$ cat config.mk
export PLATFORM = sky130hd
export DESIGN_NAME = fp_cmul_arbiter
export DESIGN_NICKNAME = d
export VERILOG_FILES = /design/src/rtl/fp_cmul_arbiter.sv
export SDC_FILE = /design/constraint.sdc
export NUM_CORES = 1
export LEC_CHECK = 0
export BUFFER_PORTS_ARGS = -buffer_cell sky130_fd_sc_hd__buf_4
export CAP_MARGIN = 30
export CORE_AREA = 5 5 201 203
export CTS_BUF_LIST = sky130_fd_sc_hd__clkbuf_8
export CTS_CLUSTER_DIAMETER = 120
export CTS_CLUSTER_SIZE = 16
export DETAILED_ROUTE_END_ITERATION = 10
export DIE_AREA = 0 0 206 208
export SLEW_MARGIN = 0
export SYNTH_ARGS = -nofsm -noshare
export SYNTH_HDL_FRONTEND = slang
export SYNTH_SLANG_ARGS = --single-unit
export TNS_END_PERCENT = 30
$ cat constraint.sdc
create_clock -name clock -period 1.86 [get_ports clock]
set_input_delay 0.093 -clock clock [delete_from_list [all_inputs] [get_ports clock]]
set_output_delay 0.093 -clock clock [all_outputs]
set_load 0.01 [all_outputs]
$ cat src/rtl/fp_cmul_arbiter.sv
// Round-robin front end for a fixed-latency complex multiplier shared by two requesters.
// Optional latency checker enabled by defining FP_CMUL_ARB_LATCHECK_EN.
module fp_cmul_arbiter #(
  parameter int LAT = 6,
  parameter int W   = 32
) (
  input  logic         clock,
  input  logic         reset,
  input  logic         io_req0_valid,
  output logic         io_req0_ready,
  input  logic [W-1:0] io_req0_op1_re,
  input  logic [W-1:0] io_req0_op1_im,
  input  logic [W-1:0] io_req0_op2_re,
  input  logic [W-1:0] io_req0_op2_im,
  input  logic         io_req1_valid,
  output logic         io_req1_ready,
  input  logic [W-1:0] io_req1_op1_re,
  input  logic [W-1:0] io_req1_op1_im,
  input  logic [W-1:0] io_req1_op2_re,
  input  logic [W-1:0] io_req1_op2_im,
  output logic         io_resp0_valid,
  output logic         io_resp1_valid,
  output logic [W-1:0] io_resp_re,
  output logic [W-1:0] io_resp_im,
  output logic         io_mul_ready,
  output logic [W-1:0] io_mul_op1_re,
  output logic [W-1:0] io_mul_op1_im,
  output logic [W-1:0] io_mul_op2_re,
  output logic [W-1:0] io_mul_op2_im,
  input  logic         io_mul_valid,
  input  logic [W-1:0] io_mul_res_re,
  input  logic [W-1:0] io_mul_res_im,
  input  logic         io_flush,
  output logic         io_flush_done,
  output logic         io_busy,
  output logic         io_err
);
  localparam int CW = $clog2(LAT + 1);

  typedef enum logic [1:0] {RUN, DRAIN, DONE} state_t;

  state_t          state, state_nxt;
  logic            ptr;
  logic [LAT:1]    vld_pipe, id_pipe;
  logic [CW-1:0]   cnt;
  logic            gnt, gnt_id, exit_vld, exit_id;

  assign exit_vld = vld_pipe[LAT];
  assign exit_id  = id_pipe[LAT];

  always_comb begin
    state_nxt = state;
    gnt       = 1'b0;
    gnt_id    = 1'b0;
    case (state)
      RUN: begin
        // flush beats a simultaneous request; reset gates grants so ready stays low in reset
        if (io_flush) state_nxt = DRAIN;
        else if (reset && (io_req0_valid || io_req1_valid)) begin
          gnt    = 1'b1;
          gnt_id = (io_req0_valid && io_req1_valid) ? ~ptr : io_req1_valid;
        end
      end
      DRAIN:   if (cnt == '0) state_nxt = DONE;
      DONE:    state_nxt = RUN;
      default: state_nxt = RUN;
    endcase
  end

  assign io_req0_ready = gnt & ~gnt_id;
  assign io_req1_ready = gnt & gnt_id;
  assign io_mul_ready  = gnt;
  assign io_mul_op1_re = (gnt && gnt_id) ? io_req1_op1_re : io_req0_op1_re;
  assign io_mul_op1_im = (gnt && gnt_id) ? io_req1_op1_im : io_req0_op1_im;
  assign io_mul_op2_re = (gnt && gnt_id) ? io_req1_op2_re : io_req0_op2_re;
  assign io_mul_op2_im = (gnt && gnt_id) ? io_req1_op2_im : io_req0_op2_im;

  assign io_resp0_valid = exit_vld & ~exit_id;
  assign io_resp1_valid = exit_vld & exit_id;
  assign io_resp_re     = io_mul_res_re;
  assign io_resp_im     = io_mul_res_im;
  assign io_flush_done  = (state == DONE);
  assign io_busy        = (cnt != '0);

  always_ff @(posedge clock or negedge reset) begin
    if (!reset) begin
      state    <= RUN;
      ptr      <= 1'b1;
      vld_pipe <= '0;
      id_pipe  <= '0;
      cnt      <= '0;
    end else begin
      state       <= state_nxt;
      if (gnt) ptr <= gnt_id;
      vld_pipe[1] <= gnt;
      id_pipe[1]  <= gnt_id;
      for (int i = 2; i <= LAT; i++) begin
        vld_pipe[i] <= vld_pipe[i-1];
        id_pipe[i]  <= id_pipe[i-1];
      end
      if (gnt && !exit_vld)      cnt <= cnt + CW'(1);
      else if (!gnt && exit_vld) cnt <= cnt - CW'(1);
    end
  end

`ifdef FP_CMUL_ARB_LATCHECK_EN
  logic err;
  always_ff @(posedge clock or negedge reset) begin
    if (!reset)                        err <= 1'b0;
    else if (io_mul_valid != exit_vld) err <= 1'b1;
  end
  assign io_err = err;
`else
  logic unused_mul_valid;
  assign unused_mul_valid = io_mul_valid;
  assign io_err           = 1'b0;
`endif
endmodule
Yosys cells after proc, flatten, opt, wreduce, memory -nomap -nowiden
Index checks and enable logic that the tools add are counted.

Register bits after elaboration: 18. Word-level logic and storage cells: 47.

Add/subtract/negate cells: 2. Equality and inequality tests: 4. Mux-type cells: 16. Bitwise operators: 7. Reductions and logical operators: 13.

Operators with widths (count): 2-to-1 mux 32 bit (4); 2-to-1 mux 1 bit (7); 2-to-1 mux 3 bit (2); logical AND 1 bit (5); AND 1 bit (4); 2-to-1 mux 2 bit (2); inequality test 2 bit (second input constant) (2); one-hot mux 2 bit (2 select lines) (1); adder 3 x 1 -> 3 bit (second input constant) (1); zero test 3 bit (1); inverter 1 bit (3); nonzero test 3 bit (1); subtractor 3 x 1 -> 3 bit (second input constant) (1); == test 2 x 1 -> 1 bit (second input constant) (1); == test 2 bit (second input constant) (1); zero test 1 bit (2); zero test 2 bit (1); AND reduction 2 bit (1); nonzero test 2 bit (1); logical OR 1 bit (1).

Logic depth before layout (Yosys ltp)
Gate-level depths: netlist (run 1).

Depth in word-level cells: 9. Gate-level depth with buffers: 8.

Worst setup path after synthesis (run 1)
OpenSTA, ideal clock, no wires.

Path kind: flip-flop to flip-flop. Start: register state[1]. End: register cnt[2]. Setup time: 79 ps. Arrival time: 2002 ps. Required time: 1781 ps. Path slack: -222 ps. Cell stages (with the launch flop): 9. Path buffers: 0. Period minus slack after synthesis: 2082 ps. Cells stage by stage: dfrtp_1 > nor4b_4 > o21a_1 > ha_1 > inv_1 > fa_1 > xor2_1 > nor2_1 > xor2_1.

Cells in the longest elaborated chain, start to end: 5. Elaborated cells on any way between the ends: 7. Those cells by class: mux (2); reduce/logical (5).

Ends and longest elaborated chain: from (decl) (line 42) `state_t state, state_nxt;`; from (signal assigned) (line 93) `state <= state_nxt;`; zero test 2 bit (*) (line 55) `case (state)`; 2-to-1 mux 1 bit (*) (line 55); named net io_mul_ready (line 25) `output logic io_mul_ready,`; zero test 1 bit (line 102) `else if (!gnt && exit_vld) cnt <= cnt - CW'(1);`; logical AND 1 bit (line 102); nonzero test 2 bit (no source line); to (signal assigned) (line 101) `if (gnt && !exit_vld) cnt <= cnt + CW'(1);`; to (signal assigned) (line 102); to (decl) (line 45) `logic [CW-1:0] cnt;`.

Mark *: on every way through the listed nets, which the timed path passes. The rest lies on a longest branch. A chain may end at the register's enable or synchronous reset.

Worst setup path in the final report (run 1)
Start: register state[1]. End: output port io_mul_op1_im[27].

Cells in the longest elaborated chain, start to end: 4. Elaborated cells on any way between the ends: 5. Those cells by class: mux (3); reduce/logical (2).

Ends and longest elaborated chain: zero test 2 bit (*) (line 55); 2-to-1 mux 1 bit (line 55); logical AND 1 bit (*) (line 74) `assign io_mul_op1_im = (gnt && gnt_id) ? io_req1_op1_im : io_req0_op1_im;`; 2-to-1 mux 32 bit (*) (line 74); to (decl) (line 27) `output logic [W-1:0] io_mul_op1_im,`.

Every way passes the cells marked *; elsewhere a longest branch is shown, timed or not.

==> results.cfg, run 1 <==
[global_routing]
grt_max_degree = 45
use_met2 = 0.111
overflow = 0
antenna_found_initial = 1
grt_pass1_vias = 3544
grt_pass1_wl_um = 20300
met3_usage = 0.0350
grt_busiest_layer = met2
grt_use_met1 = 0.0607
grt_usage = 0.0603

[synthesis]
synth-warning-count = 0
synth_edf_count = 0
synth_commonest_cells = mux2_4, buf_4, mux2_2
synth_seq_cells = 18
yosysTopAreaCellShare = 0.467
synth_area_um2 = 3210
async_flop_share = 1.00
synth_ff_type = dfrtp_1
synthCells = 252
synth_cell_types = 26
synth.most_common_cell = mux2_4
yosys.area.top_type = mux2_4
synthTopCellsByArea = mux2_4, buf_4, dfrtp_1
synth_nets = 580
yosysSeqAreaShare = 0.141
syn_area_per_cell_um2 = 12.7

[route]
num_vias = 3315
dr.pass1.iters = 4
drtIter0Drc = 88
wl_per_cell_um = 13.7
ant_nets = 0
routed_wirelength_um = 15200
drcViolationCount = 0
via_per_inst = 2.98

[pwr]
ir_drop_uv = 205
combPwrFrac = 0.647
intPower_mw = 1.59
switching_share = 0.296
p_per_area_nw_per_um2 = 347
pwr-share-clk = 0.120
seqPwrFrac = 0.233
power_switching_mw = 0.668
power_leakage_nw = 3.19

[die]
die_area_um2 = 42800
die_w_um = 206
rows = 72
initial_utilization = 0.0839
core_region_area_um2 = 38300
fp.dieH_um = 208
io-pin-count = 526

[sta]
hold_slack_ps = 11.9
skew_ps = 2.77
min_period_ps = 2170
rsz0062_at_grt = true
max_freq_mhz = 461
maxSlewViolCount = 0
fin_crit_sh = 1.17
hold_viol_final = 0
worst_slack_ps = -311
fin_setup_tns_ps = -33720
finalSetupViolCount = 130

[placement]
portBuffers = 395
place_congestion = 0.913
dpl.hpwl_um = 13600

[clock_tree]
cts_sinks = 18
clockRootBuffer = clkbuf_8
numCtsBuffers = 3
cts_tree = yes
clockBufferDepth = 2
clock_latency_ps = 250
htreeDepth = 1
path_clk_slew_ps = 70

[layout]
fin_nets = 922
drive_gt1_frac = 0.933
area_growth_pct = 102
n_antenna_cell = 0
post-route-util = 0.170

[setup_path]
startpoint_type = flop
endpoint_kind = output port
path_class = flop to output port
cp_data_required_time_ps = 1770
arrival_ps = 2080
cp_max_fo = 11

[run_status]
violations = setup timing
outcome = finished with violations

[min_path]
hold_path_class = input pin to flop

[job]
maxCapViolations = 0
-- routing by layer --
layer	vias up	part of all wire
met5	-	0.00046
met1	1452	0.33
met3	8	0.19
met4	2	0.0064
met2	355	0.47
li1	1498	-
-- placed cells by master (no fill, tap or decap) --
master         instances
and3_4                 1
buf_4                377
xor2_1                 2
or3_1                  1
nor3b_1                1
nor2b_1                1
dlygate4sd3_1          1
buf_6                 33
ha_2                   1
inv_1                  3
buf_8                  1
conb_1                 1
buf_12                 2
and3_1                 1
a31oi_1                1
xnor2_1                1
a21oi_1                2
and2_1                 1
nor2_1                 3
mux2_4               100
mux2i_1                1
nand2_1                2
fa_2                   1
clkbuf_8               3
nor4b_4                1
buf_16                 2
dfrtp_1               17
inv_2                  1
mux2_2                29
o21a_1                 1
dfstp_2                1
-- area by class of cell --
type                       count  area (um2)
fill                        4263       31800
timing repair buffer         416        3320
multi-input combinational    152        2020
tap                          518         648
sequential                    18         452
clock buffer                   3        41.3
inverter                       3        11.3
clock inverter                 1        3.75
-- power by group through the flow --
stage          Combinational (mW)  Clock [mW]  Sequential, mW
3_5_place_dp                 1.43           0           0.532
5_1_grt                      1.56       0.297           0.535
2_1_floorplan               0.742           0           0.525
3_3_place_gp                 1.41           0           0.530
6_report                     1.46       0.271           0.525
4_1_cts                      1.48       0.277           0.526
-- worst paths after layout --
| check | from | to | slack [ps] | cells past startpoint |
|---|---|---|---|---|
| min in group asynchronous | reset | vld_pipe[6]$_DFF_PN0_ | 340 | 3 |
| worst max register to register | state[1]$_DFFE_PN0P_ | cnt[2]$_DFFE_PN0P_ | -230 | 9 |
| worst max-delay path | state[1]$_DFFE_PN0P_ | io_mul_op1_im[27] | -310 | 6 |
| worst min-delay path | io_req0_valid | ptr$_DFFE_PN1P_ | 10 | 2 |
| max in group asynchronous | reset | ptr$_DFFE_PN1P_ | 1270 | 3 |
| worst min register to register | id_pipe[3]$_DFF_PN0_ | id_pipe[4]$_DFF_PN0_ | 350 | 0 |
-- registers in the layout, indices dropped and copies added, names as in the netlist --
| name | cells |
|---|---|
| ptr | 1 |
| id_pipe | 6 |
| cnt | 3 |
| vld_pipe | 6 |
| state | 2 |
-- repair_timing --
action                                  4_1_cts  5_1_grt
pin swaps                                     2        1
hold buffers                                  1        0
gates resized for setup                      35        3
buffers inserted                              2        1
gates cloned                                  1        0
endpoints found under the hold margin        17        0
endpoints found under the setup margin      130      130
-- critical path, stage by stage (launching register included) --
cell and delay (ps):
dfrtp_1 410, nor4b_4 300, and3_4 270, buf_12 170, buf_6 170, mux2_4 330, buf_4 150
-- metrics by stage --
step | area, um2 | total power, mW | cells | setup slack [ps]
after detailed placement | 6260 | 1.96 | 1103 | -235
after global placement | 6260 | 1.94 | 1103 | -205
after global routing | 6490 | 2.39 | 1111 | -391
final | 6490 | 2.26 | 1111 | -311
after CTS | 6480 | 2.28 | 1110 | -337
after floorplan | 3220 | 1.27 | 252 | -214
-- cells by family (layout without fill, tap and decap cells) --
family / after synthesis / count (layout) / share of synthesized area
multiplexers: 130 / 130 / 0.572
XOR/XNOR: 3 / 3 / 0.00818
flip-flops: 18 / 18 / 0.141
buffers and inverters: 82 / 423 / 0.233
AND/OR/NAND/NOR: 12 / 12 / 0.0269
AO/OA/AOI/OAI: 4 / 4 / 0.00740
other: 1 / 1 / 0.00117
adder cells (fa/ha/maj): 2 / 2 / 0.0101
Note: power is estimated with default switching activity, not from simulation.
==> run 2, diff against run 1 <==
RECOVER_POWER = 50   (was not set)
SKIP_LAST_GASP = 1   (was not set)
==> run 2 against run 1 <==
  * The run still ends with setup timing left
  * Power fell by 1.5%
  * First-iteration DRC count rose by 15%
  * Die area did not move
  * Combinational power barely moved
  * Final cell count did not move
  * Flip-flop and latch count did not move
  * Critical endpoint unchanged
  * Largest power group unchanged
  * Highest routed layer unchanged
==> results.cfg, run 2 (synthesized netlist as in run 1, its figures left out) <==
[pwr]
p_per_area_nw_per_um2 = 348
combPwrFrac = 0.642
seqPwrFrac = 0.236
switching_share = 0.296
pwr-share-clk = 0.122
power_switching_mw = 0.658
power_leakage_nw = 3.16
total_power_mw = 2.22
intPower_mw = 1.56
ir_drop_uv = 205

[setup_path]
path_class = flop to output port
startpoint_type = flop
critical-path-slowest-cell = dfrtp_1
reg2reg_depth = 9
worst-path-stages = 6
crit_chain = nor4b_4 -> and3_4 -> buf_12 -> buf_6 -> mux2_4 -> buf_4
path_delay_family = simple AND/OR/NAND/NOR gates
endpoint_kind = output port
arrival_ps = 2080
cp_data_required_time_ps = 1770
cpPeakStageDelay_ps = 410
path_buf_inv = 3
cp_max_fo = 11

[route]
via_per_inst = 3.00
routed_wirelength_um = 15100
drcViolationCount = 0
drtIter0Drc = 101
num_vias = 3330
dr.pass1.iters = 4
wl_per_cell_um = 13.6
ant_nets = 0

[clock_tree]
htreeDepth = 1
cts_tree = yes
clock_latency_ps = 250
clockRootBuffer = clkbuf_8
cts_sinks = 18
numCtsBuffers = 3
clockBufferDepth = 2
path_clk_slew_ps = 70

[run_status]
violations = setup timing
outcome = finished with violations

[layout]
area_growth_pct = 99.0
n_antenna_cell = 0
final_common_cell = buf_4
layout_common_cells = buf_4, mux2_4, mux2_2
post-route-util = 0.167
drive_gt1_frac = 0.931
fin_nets = 922
top_regs = id_pipe (6), vld_pipe (6), cnt (3)

[global_routing]
antenna_found_initial = 1
grt_pass1_vias = 3508
grt_pass1_wl_um = 20000
grt_usage = 0.0594
overflow = 0
grt_max_degree = 45

[sta]
min_period_ps = 2170
fin_crit_sh = 1.17
max_freq_mhz = 461
worst_slack_ps = -308
fin_setup_tns_ps = -34230
skew_ps = 2.77
finalSetupViolCount = 130
hold_viol_final = 0
maxSlewViolCount = 0
rsz0062_at_grt = true

[job]
maxCapViolations = 0

[placement]
portBuffers = 395
place_congestion = 0.913
dpl.hpwl_um = 13600
pre_cts_slack_ps = -235

[die]
rows = 72
initial_utilization = 0.0839
die_area_um2 = 42800
die_w_um = 206
core_region_area_um2 = 38300
fp.dieH_um = 208
io-pin-count = 526

[min_path]
hold_path_class = input pin to flop
holdPathStages = 2
run 2: worst paths after layout:
path / end / slack, ps / start
worst max-delay path: io_mul_op1_im[27] / -310 / state[1]$_DFFE_PN0P_
worst min-delay path: ptr$_DFFE_PN1P_ / 10 / io_req0_valid
worst max register to register: cnt[2]$_DFFE_PN0P_ / -230 / state[1]$_DFFE_PN0P_
worst min register to register: id_pipe[4]$_DFF_PN0_ / 350 / id_pipe[3]$_DFF_PN0_
max in group asynchronous: ptr$_DFFE_PN1P_ / 1270 / reset
min in group asynchronous: vld_pipe[6]$_DFF_PN0_ / 340 / reset
run 2: final cells by class:
cell class	count	area, um2
clock inverters	1	3.75
well taps	518	648
fillers	4253	31900
inverters	3	11.3
clock buffers	3	41.3
multi-input cells	152	2020
flip-flops and latches	18	452
repair buffers	416	3220
run 2: power by group through the flow:
stage	Sequential (mW)	Clock, mW	Combinational (mW)
after floorplan	0.525	0	0.742
after global placement	0.530	0	1.41
after detailed placement	0.532	0	1.43
after CTS	0.526	0.277	1.45
after global routing	0.535	0.297	1.52
final	0.525	0.271	1.43
run 2: layer usage:
layer / share of wire / GRT usage / vias up
met5: 0.00046 / 0.00115 / -
met4: 0.0044 / 0.00505 / 2
met3: 0.20 / 0.0385 / 8
met2: 0.47 / 0.108 / 363
met1: 0.33 / 0.0586 / 1458
li1: - / - / 1499
run 2: worst reg2reg max path, stage by stage (launching register included):
cell and delay [ps]:
dfrtp_1 410, nor4b_4 300, buf_4 170, o21a_1 130
ha_2 180, inv_1 50, fa_2 330, xor2_1 160
nor2_1 120, xor2_1 160
run 2: timing repair:
item                                    4_1_cts  5_1_grt
endpoints found under the hold margin        17        0
hold buffers                                  1        0
gates cloned                                  1        0
setup buffers                                 2        1
pin swaps                                     2        1
gates resized for setup                      10        0
endpoints found under the setup margin      130      130
run 2: stage by stage:
stage	cell area, um2	hold WS, ps	instances
after floorplan	3220	-203	252
after global placement	6260	77.5	1103
after detailed placement	6260	76.3	1103
after CTS	6380	13.9	1110
after global routing	6390	21.9	1111
final	6390	11.9	1111
==> run 3, diff against run 2 <==
REMOVE_ABC_BUFFERS = 1   (was not set)
==> run 3 against run 2 <==
  * The run still ends with setup timing left
  * Global-route usage increased by 2.9 points
  * Clock power increased by 14%
  * Flip-flop and latch count unchanged
  * Setup slack got worse by 42 ps
  * Die area unchanged
  * Final cell count increased by 0.72%
  * Count of clock-buffer cells in the layout increased by 1
  * Sequential power about the same
  * First-iteration DRC count decreased by 23%
  * Worst hold slack got worse by 0.69 ps
  * Register-to-register slack improved by 50 ps
  * Critical path depth decreased by 1
  * Largest cell class unchanged
  * Largest power group unchanged
==> results.cfg, run 3 (synthesized netlist as in run 1, its figures left out) <==
[sta]
hold_slack_ps = 11.2
min_period_ps = 2210
rsz0062_at_grt = true
skew_ps = 1.04
fin_setup_tns_ps = -37600
maxSlewViolCount = 0
fin_crit_sh = 1.19
hold_viol_final = 0
worst_slack_ps = -350
max_freq_mhz = 452
finalSetupViolCount = 130

[pwr]
pwr-share-clk = 0.137
seqPwrFrac = 0.231
power_leakage_nw = 3.19
switching_share = 0.289
ir_drop_uv = 185
p_per_area_nw_per_um2 = 351
combPwrFrac = 0.632
intPower_mw = 1.61
power_switching_mw = 0.653

[global_routing]
grt_pass1_vias = 3746
overflow = 0
antenna_found_initial = 3
grt_usage = 0.0880
grt_pass1_wl_um = 27200
grt_max_degree = 35

[setup_path]
startpoint_type = flop
critical-path-slowest-cell = dfrtp_1
cpPeakStageDelay_ps = 410
cp_data_required_time_ps = 1770
r2r_setup_slack_ps = -180
endpoint_kind = output port
arrival_ps = 2120
reg2reg_depth = 8
r2r-start = state[1]$_DFFE_PN0P_
path_class = flop to output port
crit_end = io_mul_op1_re[10]
crit_chain = nor4b_4 -> and3_4 -> buf_12 -> mux2_2 -> buf_4
cp_max_fo = 34
crit_start = state[1]$_DFFE_PN0P_
rr_endpoint = cnt[2]$_DFFE_PN0P_

[clock_tree]
cts_tree = yes
clockBufferDepth = 2
clock_latency_ps = 250
path_clk_slew_ps = 60
cts_sinks = 18
numCtsBuffers = 3
htreeDepth = 1
clockRootBuffer = clkbuf_8

[layout]
drive_gt1_frac = 0.930
area_growth_pct = 101
fin_nets = 929
postLayoutCellArea_um2 = 6440
top_regs = id_pipe (6), vld_pipe (6), cnt (3)
fill_cells = 4261
layout_common_cells = buf_4, mux2_4, mux2_2
final_common_cell = buf_4

[die]
rows = 72
fp.dieH_um = 208
die_area_um2 = 42800
initial_utilization = 0.0839
io-pin-count = 526
die_w_um = 206
core_region_area_um2 = 38300

[run_status]
outcome = finished with violations
violations = setup timing

[route]
via_per_inst = 2.99
routed_wirelength_um = 20600
drtIter0Drc = 78
wl_per_cell_um = 18.5
drcViolationCount = 0
ant_nets = 0
dr.pass1.iters = 4
num_vias = 3350

[placement]
place_congestion = 0.789
place_area_um2 = 6340
dpl.hpwl_um = 18700
portBuffers = 395

[job]
maxCapViolations = 0

[min_path]
hold_path_class = input pin to flop
==> run 3: power by group through the flow <==
stage | Clock (mW) | Sequential (mW) | Combinational, mW
after global placement | 0 | 0.527 | 1.43
after detailed placement | 0 | 0.532 | 1.44
after floorplan | 0 | 0.523 | 0.566
after CTS | 0.328 | 0.525 | 1.45
after global routing | 0.347 | 0.538 | 1.53
final | 0.310 | 0.522 | 1.43
==> run 3: per-stage QoR <==
stage / instances / util / setup WS, ps / power, mW
2_1_floorplan: 173 / - / -926 / 1.09
3_3_place_gp: 1111 / 0.166 / -140 / 1.95
3_5_place_dp: 1111 / 0.166 / -157 / 1.97
4_1_cts: 1117 / 0.168 / -379 / 2.30
5_1_grt: 1119 / 0.168 / -460 / 2.42
6_report: 1119 / 0.168 / -350 / 2.26
==> run 3: worst min path at each step <==
stage,start,endpoint,slack (ps),cells past startpoint
finish,io_req0_valid,ptr$_DFFE_PN1P_,10,2
detailed placement,reset,id_pipe[6]$_DFF_PN0_,80,2
global placement,reset,vld_pipe[6]$_DFF_PN0_,80,2
floorplan,reset,cnt[0]$_DFFE_PN0P_,-200,0
global route,io_req0_valid,ptr$_DFFE_PN1P_,10,2
CTS,io_req0_valid,ptr$_DFFE_PN1P_,8,2
==> run 3: area by class of cell <==
cell class / instances / area [um2] / area share
diodes: 1 / 2.50 / 0.000389
clock buffers: 4 / 55.1 / 0.00855
inverters: 3 / 11.3 / 0.00175
multi-input cells: 152 / 2010 / 0.312
flip-flops and latches: 18 / 452 / 0.0701
well taps: 518 / 648 / 0.101
repair buffers: 423 / 3260 / 0.506
==> run 3: layer usage <==
layer  share of wire  up-vias  track usage  routed length, um
met4          0.0089       10       0.0110                184
met3            0.24       22       0.0969               4880
met5           0.024        -       0.0876                494
met1            0.32     1468       0.0851               6610
met2            0.41      337        0.123               8480
li1                -     1513            -                  -
==> run 3: repair_timing <==
item                       CTS  global route
setup endpoints to repair  130           130
hold buffers                 1             0
hold endpoints to repair    17             0
gates cloned                 0             1
resized for setup            1             0
buffers inserted             1             0
==> run 3: critical path: cells and delay by family (launching register included) <==
| family | cells | cell delay, ps |
|---|---|---|
| multiplexers | 1 | 390 |
| buffers and inverters | 2 | 390 |
| flip-flops | 1 | 410 |
| AND/OR/NAND/NOR | 2 | 620 |
